### src/rtl/xood_seq_pkg.sv
// Shared types and constants for the Xoodyak test-vector sequencer.
// Defining XOOD_SEQ_ROUNDTRIP_EN adds the decrypt-leg states to the state enum.
package xood_seq_pkg;

  localparam int FIELD_W    = 128;
  // Record text fields are sized for the largest supported TEXT_W.
  localparam int MAX_TEXT_W = 192;

  typedef enum logic [3:0] {
    S_IDLE,
    S_ISSUE_ENC,
    S_WAIT_ENC,
    S_CHECK_ENC,
`ifdef XOOD_SEQ_ROUNDTRIP_EN
    S_ISSUE_DEC,
    S_WAIT_DEC,
    S_CHECK_DEC,
`endif
    S_NEXT,
    S_DONE
  } seq_state_t;

  typedef struct packed {
    logic [FIELD_W-1:0]    key;
    logic [FIELD_W-1:0]    nonce;
    logic [FIELD_W-1:0]    ad;
    logic [MAX_TEXT_W-1:0] pt;
    logic [MAX_TEXT_W-1:0] ct;
    logic [FIELD_W-1:0]    tag;
  } xood_vec_t;

  function automatic logic [15:0] sat_inc(input logic [15:0] v);
    return (v == 16'hFFFF) ? v : v + 16'd1;
  endfunction

endpackage

### src/rtl/xood_timeout_ctr.sv
// Down-counting wait timer shared by the sequencer WAIT states.
// o_expired is high once the loaded count has run down to zero.
module xood_timeout_ctr #(
  parameter int CNT_W = 10
) (
  input  logic             clk_sys,
  input  logic             rst_n,
  input  logic             i_load,
  input  logic [CNT_W-1:0] i_load_val,
  input  logic             i_en,
  output logic             o_expired
);

  logic [CNT_W-1:0] r_cnt;

  always_ff @(posedge clk_sys or negedge rst_n) begin
    if (!rst_n)
      r_cnt <= '0;
    else if (i_load)
      r_cnt <= i_load_val;
    else if (i_en && (r_cnt != '0))
      r_cnt <= r_cnt - 1'b1;
  end

  assign o_expired = (r_cnt == '0);

endmodule

### src/rtl/xood_vector_seq.sv
// Replays stored known-answer vectors through a Xoodyak core and tallies pass/fail.
// XOOD_SEQ_ROUNDTRIP_EN adds a decrypt leg that feeds the captured ciphertext back.
//
// state     | meaning
// IDLE      | table writable, waiting for run
// ISSUE_ENC | load core inputs from current vector, pulse core_start
// WAIT_ENC  | wait for core_done or timeout
// CHECK_ENC | compare captured tag/ciphertext
// ISSUE_DEC | (roundtrip) replay captured ciphertext with opmode=1
// WAIT_DEC  | (roundtrip) wait for core_done or timeout
// CHECK_DEC | (roundtrip) compare recovered plaintext/tag, record result
// NEXT      | advance index or finish
// DONE      | seq_done pulse, return to IDLE
module xood_vector_seq
  import xood_seq_pkg::*;
#(
  parameter int NUM_VEC     = 4,
  parameter int TEXT_W      = 192,
  parameter int TIMEOUT_CYC = 1024,
  localparam int IDX_W      = (NUM_VEC > 1) ? $clog2(NUM_VEC) : 1
) (
  input  logic               eph1,
  input  logic               reset_n,
  input  logic               run,
  input  logic               vec_we,
  input  logic [IDX_W-1:0]   vec_idx,
  input  logic [127:0]       vec_key,
  input  logic [127:0]       vec_nonce,
  input  logic [127:0]       vec_ad,
  input  logic [127:0]       vec_tag,
  input  logic [TEXT_W-1:0]  vec_pt,
  input  logic [TEXT_W-1:0]  vec_ct,
  output logic               core_start,
  output logic [127:0]       core_key,
  output logic [127:0]       core_nonce,
  output logic [127:0]       core_assodata,
  output logic [TEXT_W-1:0]  core_textin,
  output logic               core_opmode,
  input  logic [127:0]       core_authdata,
  input  logic [TEXT_W-1:0]  core_textout,
  input  logic               core_done,
  output logic               busy,
  output logic               seq_done,
  output logic [15:0]        pass_cnt,
  output logic [15:0]        fail_cnt,
  output logic [IDX_W-1:0]   first_fail_idx,
  output logic               fail_seen
);

  localparam int TMR_W = (TIMEOUT_CYC > 1) ? $clog2(TIMEOUT_CYC) : 1;

  seq_state_t         r_state;
  xood_vec_t          r_table [NUM_VEC];
  logic [IDX_W-1:0]   r_idx;
  logic [FIELD_W-1:0] r_cap_tag;
  logic [TEXT_W-1:0]  r_cap_text;
  logic               r_timeout;
  xood_vec_t          w_vec;
  logic               w_tag_ok, w_ct_ok, w_record, w_record_ok;
  logic               w_tmr_load, w_tmr_en, w_expired;

  // Table is not reset; contents are undefined after reset.
  always_ff @(posedge eph1) begin
    if (vec_we && !busy)
      r_table[vec_idx] <= '{key: vec_key, nonce: vec_nonce, ad: vec_ad,
                            pt: MAX_TEXT_W'(vec_pt), ct: MAX_TEXT_W'(vec_ct),
                            tag: vec_tag};
  end

  assign w_vec    = r_table[r_idx];
  assign w_tag_ok = (r_cap_tag == w_vec.tag);
  assign w_ct_ok  = (MAX_TEXT_W'(r_cap_text) == w_vec.ct);

`ifdef XOOD_SEQ_ROUNDTRIP_EN
  logic r_enc_ok;
  logic w_pt_ok;
  assign w_pt_ok     = (MAX_TEXT_W'(r_cap_text) == w_vec.pt);
  // An encrypt timeout has no ciphertext to replay, so it is recorded immediately.
  assign w_record    = (r_state == S_CHECK_DEC) || ((r_state == S_CHECK_ENC) && r_timeout);
  assign w_record_ok = (r_state == S_CHECK_DEC) && r_enc_ok && !r_timeout && w_tag_ok && w_pt_ok;
  assign w_tmr_load  = (r_state == S_ISSUE_ENC) || (r_state == S_ISSUE_DEC);
  assign w_tmr_en    = (r_state == S_WAIT_ENC) || (r_state == S_WAIT_DEC);
`else
  assign w_record    = (r_state == S_CHECK_ENC);
  assign w_record_ok = !r_timeout && w_tag_ok && w_ct_ok;
  assign w_tmr_load  = (r_state == S_ISSUE_ENC);
  assign w_tmr_en    = (r_state == S_WAIT_ENC);
`endif

  xood_timeout_ctr #(.CNT_W(TMR_W)) u_timeout (
    .clk_sys    (eph1),
    .rst_n      (reset_n),
    .i_load     (w_tmr_load),
    .i_load_val (TMR_W'(TIMEOUT_CYC - 1)),
    .i_en       (w_tmr_en),
    .o_expired  (w_expired)
  );

  always_ff @(posedge eph1 or negedge reset_n) begin
    if (!reset_n) begin
      r_state        <= S_IDLE;
      r_idx          <= '0;
      r_cap_tag      <= '0;
      r_cap_text     <= '0;
      r_timeout      <= 1'b0;
`ifdef XOOD_SEQ_ROUNDTRIP_EN
      r_enc_ok       <= 1'b0;
`endif
      core_start     <= 1'b0;
      core_key       <= '0;
      core_nonce     <= '0;
      core_assodata  <= '0;
      core_textin    <= '0;
      core_opmode    <= 1'b0;
      busy           <= 1'b0;
      seq_done       <= 1'b0;
      pass_cnt       <= '0;
      fail_cnt       <= '0;
      first_fail_idx <= '0;
      fail_seen      <= 1'b0;
    end else begin
      core_start <= 1'b0;
      seq_done   <= 1'b0;
      if (w_record) begin
        if (w_record_ok) begin
          pass_cnt <= sat_inc(pass_cnt);
        end else begin
          fail_cnt <= sat_inc(fail_cnt);
          if (!fail_seen) begin
            fail_seen      <= 1'b1;
            first_fail_idx <= r_idx;
          end
        end
      end
      case (r_state)
        S_IDLE: begin
          if (run) begin
            pass_cnt       <= '0;
            fail_cnt       <= '0;
            fail_seen      <= 1'b0;
            first_fail_idx <= '0;
            r_idx          <= '0;
            busy           <= 1'b1;
            r_state        <= S_ISSUE_ENC;
          end
        end
        S_ISSUE_ENC: begin
          core_key      <= w_vec.key;
          core_nonce    <= w_vec.nonce;
          core_assodata <= w_vec.ad;
          core_textin   <= w_vec.pt[TEXT_W-1:0];
          core_opmode   <= 1'b0;
          core_start    <= 1'b1;
          r_state       <= S_WAIT_ENC;
        end
        S_WAIT_ENC: begin
          if (core_done) begin
            r_cap_tag  <= core_authdata;
            r_cap_text <= core_textout;
            r_timeout  <= 1'b0;
            r_state    <= S_CHECK_ENC;
          end else if (w_expired) begin
            r_timeout <= 1'b1;
            r_state   <= S_CHECK_ENC;
          end
        end
`ifdef XOOD_SEQ_ROUNDTRIP_EN
        S_CHECK_ENC: begin
          if (r_timeout) begin
            r_state <= S_NEXT;
          end else begin
            r_enc_ok <= w_tag_ok && w_ct_ok;
            r_state  <= S_ISSUE_DEC;
          end
        end
        S_ISSUE_DEC: begin
          core_textin <= r_cap_text;
          core_opmode <= 1'b1;
          core_start  <= 1'b1;
          r_state     <= S_WAIT_DEC;
        end
        S_WAIT_DEC: begin
          if (core_done) begin
            r_cap_tag  <= core_authdata;
            r_cap_text <= core_textout;
            r_timeout  <= 1'b0;
            r_state    <= S_CHECK_DEC;
          end else if (w_expired) begin
            r_timeout <= 1'b1;
            r_state   <= S_CHECK_DEC;
          end
        end
        S_CHECK_DEC: r_state <= S_NEXT;
`else
        S_CHECK_ENC: r_state <= S_NEXT;
`endif
        S_NEXT: begin
          if (r_idx == IDX_W'(NUM_VEC - 1)) begin
            seq_done <= 1'b1;
            r_state  <= S_DONE;
          end else begin
            r_idx   <= r_idx + 1'b1;
            r_state <= S_ISSUE_ENC;
          end
        end
        S_DONE: begin
          busy    <= 1'b0;
          r_state <= S_IDLE;
        end
        default: r_state <= S_IDLE;
      endcase
    end
  end

endmodule

### config.mk
export PLATFORM = sky130hd
export DESIGN_NAME = xood_vector_seq
export DESIGN_NICKNAME = d
export VERILOG_FILES = /design/src/rtl/xood_seq_pkg.sv /design/src/rtl/xood_timeout_ctr.sv /design/src/rtl/xood_vector_seq.sv
export SDC_FILE = /design/constraint.sdc
export NUM_CORES = 2
export LEC_CHECK = 0
export CAP_MARGIN = 5
export CORE_AREA = 2 2 723 725
export CTS_CLUSTER_DIAMETER = 80
export CTS_CLUSTER_SIZE = 24
export DETAILED_ROUTE_END_ITERATION = 7
export DIE_AREA = 0 0 725 727
export DONT_BUFFER_PORTS = 1
export GPL_ROUTABILITY_DRIVEN = 0
export PLACE_DENSITY_LB_ADDON = 0.1
export SLEW_MARGIN = 25
export SYNTH_ARGS = -nofsm -noshare
export SYNTH_HDL_FRONTEND = slang
export SYNTH_SLANG_ARGS = --single-unit
### constraint.sdc
create_clock -name eph1 -period 82.2 [get_ports eph1]
set_input_delay 4.11 -clock eph1 [delete_from_list [all_inputs] [get_ports eph1]]
set_output_delay 4.11 -clock eph1 [all_outputs]
set_load 0.02 [all_outputs]
Word level (Yosys, flattened, before mapping)
Memories as Yosys holds them, arrays and structs flattened.
Index checks and enable logic that the tools add are counted.
Widths: inputs -> output; s select.
{"block": "totals", "mem_bits_rw": 3584, "elab_cells": 91, "output_inout_bits": 615, "input_bits": 1223, "regBits": 951, "mem_count": 1}
{"name": "r_table", "depth": 4, "width": 896, "read_ports": 1, "rd_ports_with_merged_regs": 0, "write_ports": 1, "line_no": "xood_vector_seq.sv:53", "text": "xood_vec_t r_table [NUM_VEC];"}
{"block": "classes", "eq_ne": 13, "reduce_logical": 18, "add_sub_neg": 4, "n_mux": 38}
{"cell": "$eq 192x192->1", "count": 1}
{"cell": "$mux 16", "count": 10}
{"cell": "$eq 128x128->1", "count": 1}
{"cell": "$add 16x1->16 const B", "count": 2}
{"cell": "$eq 16x16->1 const B", "count": 2}
{"cell": "$mux 10", "count": 2}
{"cell": "$pmux 4 s5", "count": 1}
{"cell": "$mux 2", "count": 7}
{"cell": "$mux 1", "count": 12}
{"cell": "$mux 4", "count": 3}
{"cell": "$logic_not 10->1", "count": 1}
{"cell": "$reduce_bool 10->1", "count": 1}
{"cell": "$sub 10x1->10 const B", "count": 1}
{"cell": "$eq 4x2->1 const B", "count": 2}
{"cell": "$eq 4x3->1 const B", "count": 2}
{"cell": "$reduce_and 2->1", "count": 4}
{"cell": "$reduce_bool 2->1", "count": 4}
{"cell": "$eq 4x1->1 const B", "count": 1}
{"cell": "$logic_and 1x1->1", "count": 4}
{"cell": "$logic_not 4->1", "count": 1}
{"cell": "$ne 2x2->1 const B", "count": 2}
{"cell": "$pmux 2 s2", "count": 1}
{"cell": "$mux 3", "count": 1}
{"cell": "$ne 3x3->1 const B", "count": 1}
{"cell": "5 further kinds", "count": 6}

Longest topological paths before layout
An unclocked memory read counts as a cell.
{"block": "depth", "depth_word": 8, "depth_mapped": 19, "ltp_nobuf": 10}

Cells and area by module
A second synthesis with hierarchy kept.
{"block": "hier_totals", "hier_cells": 8008, "area_unflattened_um2": 170581.1}
{"mod": "xood_vector_seq", "seq_area_each_um2": 131145.8, "area_per_inst_um2": 169959.3, "cells_per_inst": 7941, "instances": 1}
{"mod": "xood_timeout_ctr", "seq_area_each_um2": 250.2, "area_per_inst_um2": 621.8, "cells_per_inst": 67, "instances": 1}

Worst setup path before layout
OpenSTA, ideal clock, no wires.
{"block": "synth_timing", "path_type": "input to register", "start": "input port vec_we", "end": "memory r_table[0][0] (netlist name), enable pin", "arrival_ns": 68.771, "required_ns": 78.740, "path_buffers": 0, "setup_ns": 3.460, "cell_stages": 2, "slack_ns": 9.968, "path_cell_list": "nor2b_1 > nor3b_1"}
{"block": "synth_via", "elab_chain_len": 3}
{"item": "from (decl)", "line_no": "xood_vector_seq.sv:25", "text": "input logic vec_we,"}
{"item": "$logic_and 1x1->1", "line_no": "xood_vector_seq.sv:64", "text": "if (vec_we && !busy)"}
{"item": "$mux 1", "line_no": "xood_vector_seq.sv:64"}
{"item": "$mux 1 (implied by the code)", "line_no": "xood_vector_seq.sv:65", "text": "r_table[vec_idx] <= '{key: vec_key, nonce: vec_nonce, ad: vec_ad,"}
{"item": "to (decl)", "line_no": "xood_vector_seq.sv:53"}
Every way passes these cells.

Worst setup path after layout
{"block": "layout_timing", "start": "register r_idx[0]", "end": "register pass_cnt[2]"}
{"block": "layout_via", "elab_chain_len": 8, "elab_cells_between_ends": 9, "classes_between": "2 x eq/ne; 4 x mux; 2 x reduce/logical; 1 x memory"}
{"item": "from (decl)", "line_no": "xood_vector_seq.sv:54", "text": "logic [IDX_W-1:0] r_idx;"}
{"item": "from (signal assigned)", "line_no": "xood_vector_seq.sv:202", "text": "r_idx <= r_idx + 1'b1;"}
{"item": "$mem_v2 4x896 (*)"}
{"item": "$eq 128x128->1", "line_no": "xood_vector_seq.sv:71", "text": "assign w_tag_ok = (r_cap_tag == w_vec.tag);"}
{"item": "$logic_and 1x1->1", "line_no": "xood_vector_seq.sv:85", "text": "assign w_record_ok = !r_timeout && w_tag_ok && w_ct_ok;"}
{"item": "$logic_and 1x1->1 (*)", "line_no": "xood_vector_seq.sv:85"}
{"item": "$mux 16 (*)", "line_no": "xood_vector_seq.sv:125", "text": "if (w_record_ok) begin"}
{"item": "$mux 16 (*)", "line_no": "xood_vector_seq.sv:124", "text": "if (w_record) begin"}
{"item": "$mux 16", "line_no": "xood_vector_seq.sv:137", "text": "if (run) begin"}
{"item": "$mux 16 (*)", "line_no": "xood_vector_seq.sv:135", "text": "case (r_state)"}
{"item": "to (signal assigned)", "line_no": "xood_vector_seq.sv:126", "text": "pass_cnt <= sat_inc(pass_cnt);"}
{"item": "to (decl)", "line_no": "xood_vector_seq.sv:44", "text": "output logic [15:0] pass_cnt,"}
Every way passes the cells marked *; elsewhere a longest branch is shown, timed or not.
A chain may end at the register's enable or synchronous reset.

==> impl_metrics.ini <==
[global_routing]
met1_usage_pct = 24.4
overflow = 0
grt.busiest_layer = met2
met2_usage_pct = 37.7
grt_max_degree = 151
grt_antenna_before_repair = 169
first_global_vias = 88000
grt_pass1_wl_mm = 794
grtUsageMet3_pct = 9.28
grt_util_all_layers_pct = 21.9

[synth]
synth_top_area_share_pct = 63.2
post_synth.cell_area_avg_um2 = 18.6
ys_async_sr_fraction_pct = 21.0
synth-seq-area-share_pct = 77.2
synthesis.nets = 10400
synth_top_cells_by_count = sky130_fd_sc_hd__edfxtp_1, sky130_fd_sc_hd__nand2_1, sky130_fd_sc_hd__dfrtp_1
synth.area.top_cells = sky130_fd_sc_hd__edfxtp_1, sky130_fd_sc_hd__dfrtp_1, sky130_fd_sc_hd__mux4_2, sky130_fd_sc_hd__nand2_1, sky130_fd_sc_hd__mux2_2
yosys_warnings = 0
yosysMostFrequentCell = sky130_fd_sc_hd__edfxtp_1
syn-instance-count = 9159
ys_ff_latch = 4534
synth_top_cell_by_area = sky130_fd_sc_hd__edfxtp_1
synth_top_flop_cell = sky130_fd_sc_hd__edfxtp_1
netlist-cell-type-count = 81
synth_area_um2 = 170000
synth-edff-count = 3584

[routing]
antenna_violating_nets_post_route = 0
post-route-drc-count = 0
num_vias = 85000
post_drt_via_cell_ratio = 5.14
drt-total-wl_mm = 593
route.detailed.wl_per_inst_um = 35.9
detailedRoute.firstPassIterationCount = 6
first_iter_violations = 7153

[sta]
setup_viol = 0
worst_slew_pin_slew_ps = 1090
timing.final.crit_period_ps = 9720
timing.fmax_mhz = 103
final.setup.tns_ps = 0
timing.final.max_slew_violations = 0
timing.slew.headroom_pct = 26.6
timing.clock.skew_ps = 55.7
timing.final.hold_violations = 0
grt_setup_unrepaired = false
final_min_period_over_clock_period_pct = 11.8

[clock_network]
tritoncts = yes
post_cts_resize_count = 0
cts-buffers-inserted = 271
insertion_delay_ps = 950
numClockSinks = 4534
cts.clk_slew.worst_paths_ps = 100
clock_path_buffers = 4
cts_hold_repair.buffers = 0
cts.root.buffer_cell = sky130_fd_sc_hd__clkbuf_16
cts_post_setup_buffers_inserted = 0
htree_num_levels = 5

[floorplanning]
initial_utilization_pct = 32.8
die_width_um = 725
die-area_um2 = 527000
floorplan.io_pins = 1838
area_of_the_placeable_core_um2 = 519000
dieHeight_um = 727
row_count = 265

[min_path]
hp-start = r_state[2]
worstHoldPathCells = 1
hold_class = flip-flop to flip-flop
worstHoldEndpoint = r_state[1]

[flow_run]
maxCapViolCount = 0

[power_and_ir_drop]
total_power_draw_mw = 6.32
static-leakage-power_nw = 62.7
power.density_cell_area_nw_per_um2 = 33.5
worst_ir_drop_vdd_mv = 0.0221

[setup_path]
crit_path_end_kind = flip-flop
worst_path_arrival_ps = 10570
critical_path.startpoint_type = flip-flop
timing.critical_path.slowest_cell_delay_ps = 960
critical_path_buf_inv_count = 7
rrSetupSlack_ps = 72480
worst_r2r_path_depth = 16
timing.critical_path.cells = buf_4 > buf_4 > buf_4 > buf_4 > buf_4 > buf_4 > mux4_2 > xor2_1 > nor4_4 > buf_4 > nand4_1 > nor4_1 > and3_1 > and2_1 > a31oi_1 > a31o_2
crit_top_cell = sky130_fd_sc_hd__buf_4
critPathMaxFanout = 41
r2r_end = pass_cnt[2]
timing.setup.critical_path_class = flip-flop to flip-flop
cpLargestDelayFamily = buffers and inverters
cp.required_ps = 83040
cp_slowest_cell = sky130_fd_sc_hd__dfrtp_4
worst_r2r_startpoint = r_idx[0]

[final_layout]
area_growth_syn_to_layout_pct = 10.8
drive_gt1_share_pct = 17.7
layout.nets = 10400

[placed_design]
dp_hpwl_mm = 420
port_buffers = 0

[status]
status = complete, no violations
[flip-flops by register name, summed over array words and instances (netlist names), 16 cells and up]
signal	flops
core_nonce	128
r_cap_tag	128
fail_cnt	16
core_assodata	128
core_textin	192
r_table	3584
r_cap_text	192
core_key	128
pass_cnt	16
[cells by family (layout without fill, tap and decap cells)]
kind of cell / count (synthesis) / count (layout) / synth area share, %
fa+ha+maj: 4 / 4 / 0.0294
compound gates: 419 / 419 / 1.70
buf+inv: 516 / 755 / 1.41
xor+xnor: 186 / 186 / 0.957
flops: 4534 / 4534 / 77.2
other cells: 1 / 184 / 0.00220
mux: 1276 / 1276 / 13.5
simple gates: 2223 / 2223 / 5.23
[layout by cell type, fill, tap and decap left out, types with 123 or more instances in the layout]
| cell type | instances |
|---|---|
| sky130_fd_sc_hd__edfxtp_1 | 3584 |
| sky130_fd_sc_hd__mux4_2 | 792 |
| sky130_fd_sc_hd__mux2_2 | 248 |
| sky130_fd_sc_hd__diode_2 | 183 |
| sky130_fd_sc_hd__buf_4 | 123 |
| sky130_fd_sc_hd__nand2_1 | 1936 |
| sky130_fd_sc_hd__mux2i_1 | 232 |
| sky130_fd_sc_hd__clkbuf_16 | 276 |
| sky130_fd_sc_hd__o21ai_0 | 126 |
| sky130_fd_sc_hd__dfrtp_1 | 948 |
[through the flow]
| step | util (%) | cell area (um2) | instances | hold WS, ps | setup WS (ps) |
|---|---|---|---|---|---|
| after floorplan | - | 170000 | 9159 | 465 | 9970 |
| final | 36.3 | 189000 | 16500 | 502 | 72480 |
| after global routing | 36.3 | 188000 | 16500 | 529 | 71660 |
| after detailed placement | 34.4 | 179000 | 15800 | 504 | 72080 |
| after global placement | 34.4 | 179000 | 15800 | 491 | 71730 |
| after CTS | 36.2 | 188000 | 16300 | 501 | 72040 |
[power by group]
group | internal [mW] | leakage, nW | switching, mW
clock | 0.719 | 4.49 | 0.839
combinational | 0.616 | 14.3 | 0.906
sequential | 2.73 | 43.9 | 0.515
[layer usage]
metal | vias to the layer above | wire, um
li1 | 35300 | -
met1 | 46100 | 213000
met2 | 2799 | 298000
met3 | 739 | 59900
met4 | 62 | 21300
met5 | - | 431
[area by class of cell]
cell class	count	area [um2]
timing repair buffer	158	1690
sequential	4534	131000
multi-input combinational	4109	36600
clock buffer	360	7380
fill	48500	331000
antenna	183	458
clock inverter	135	1990
inverter	102	393
tap	6942	8690
[worst max path at each step]
stage	cells after the start	startpoint	to	slack, ps
after global routing	16	r_idx[0]	fail_cnt[7]	71660
after CTS	16	r_idx[0]	pass_cnt[2]	72040
after detailed placement	16	r_idx[0]	pass_cnt[2]	72080
final	16	r_idx[0]	pass_cnt[2]	72480
after floorplan	2	vec_we	r_table[0][0]	9970
after global placement	16	r_idx[0]	pass_cnt[15]	71730
Power figures use the tool's default switching activity.
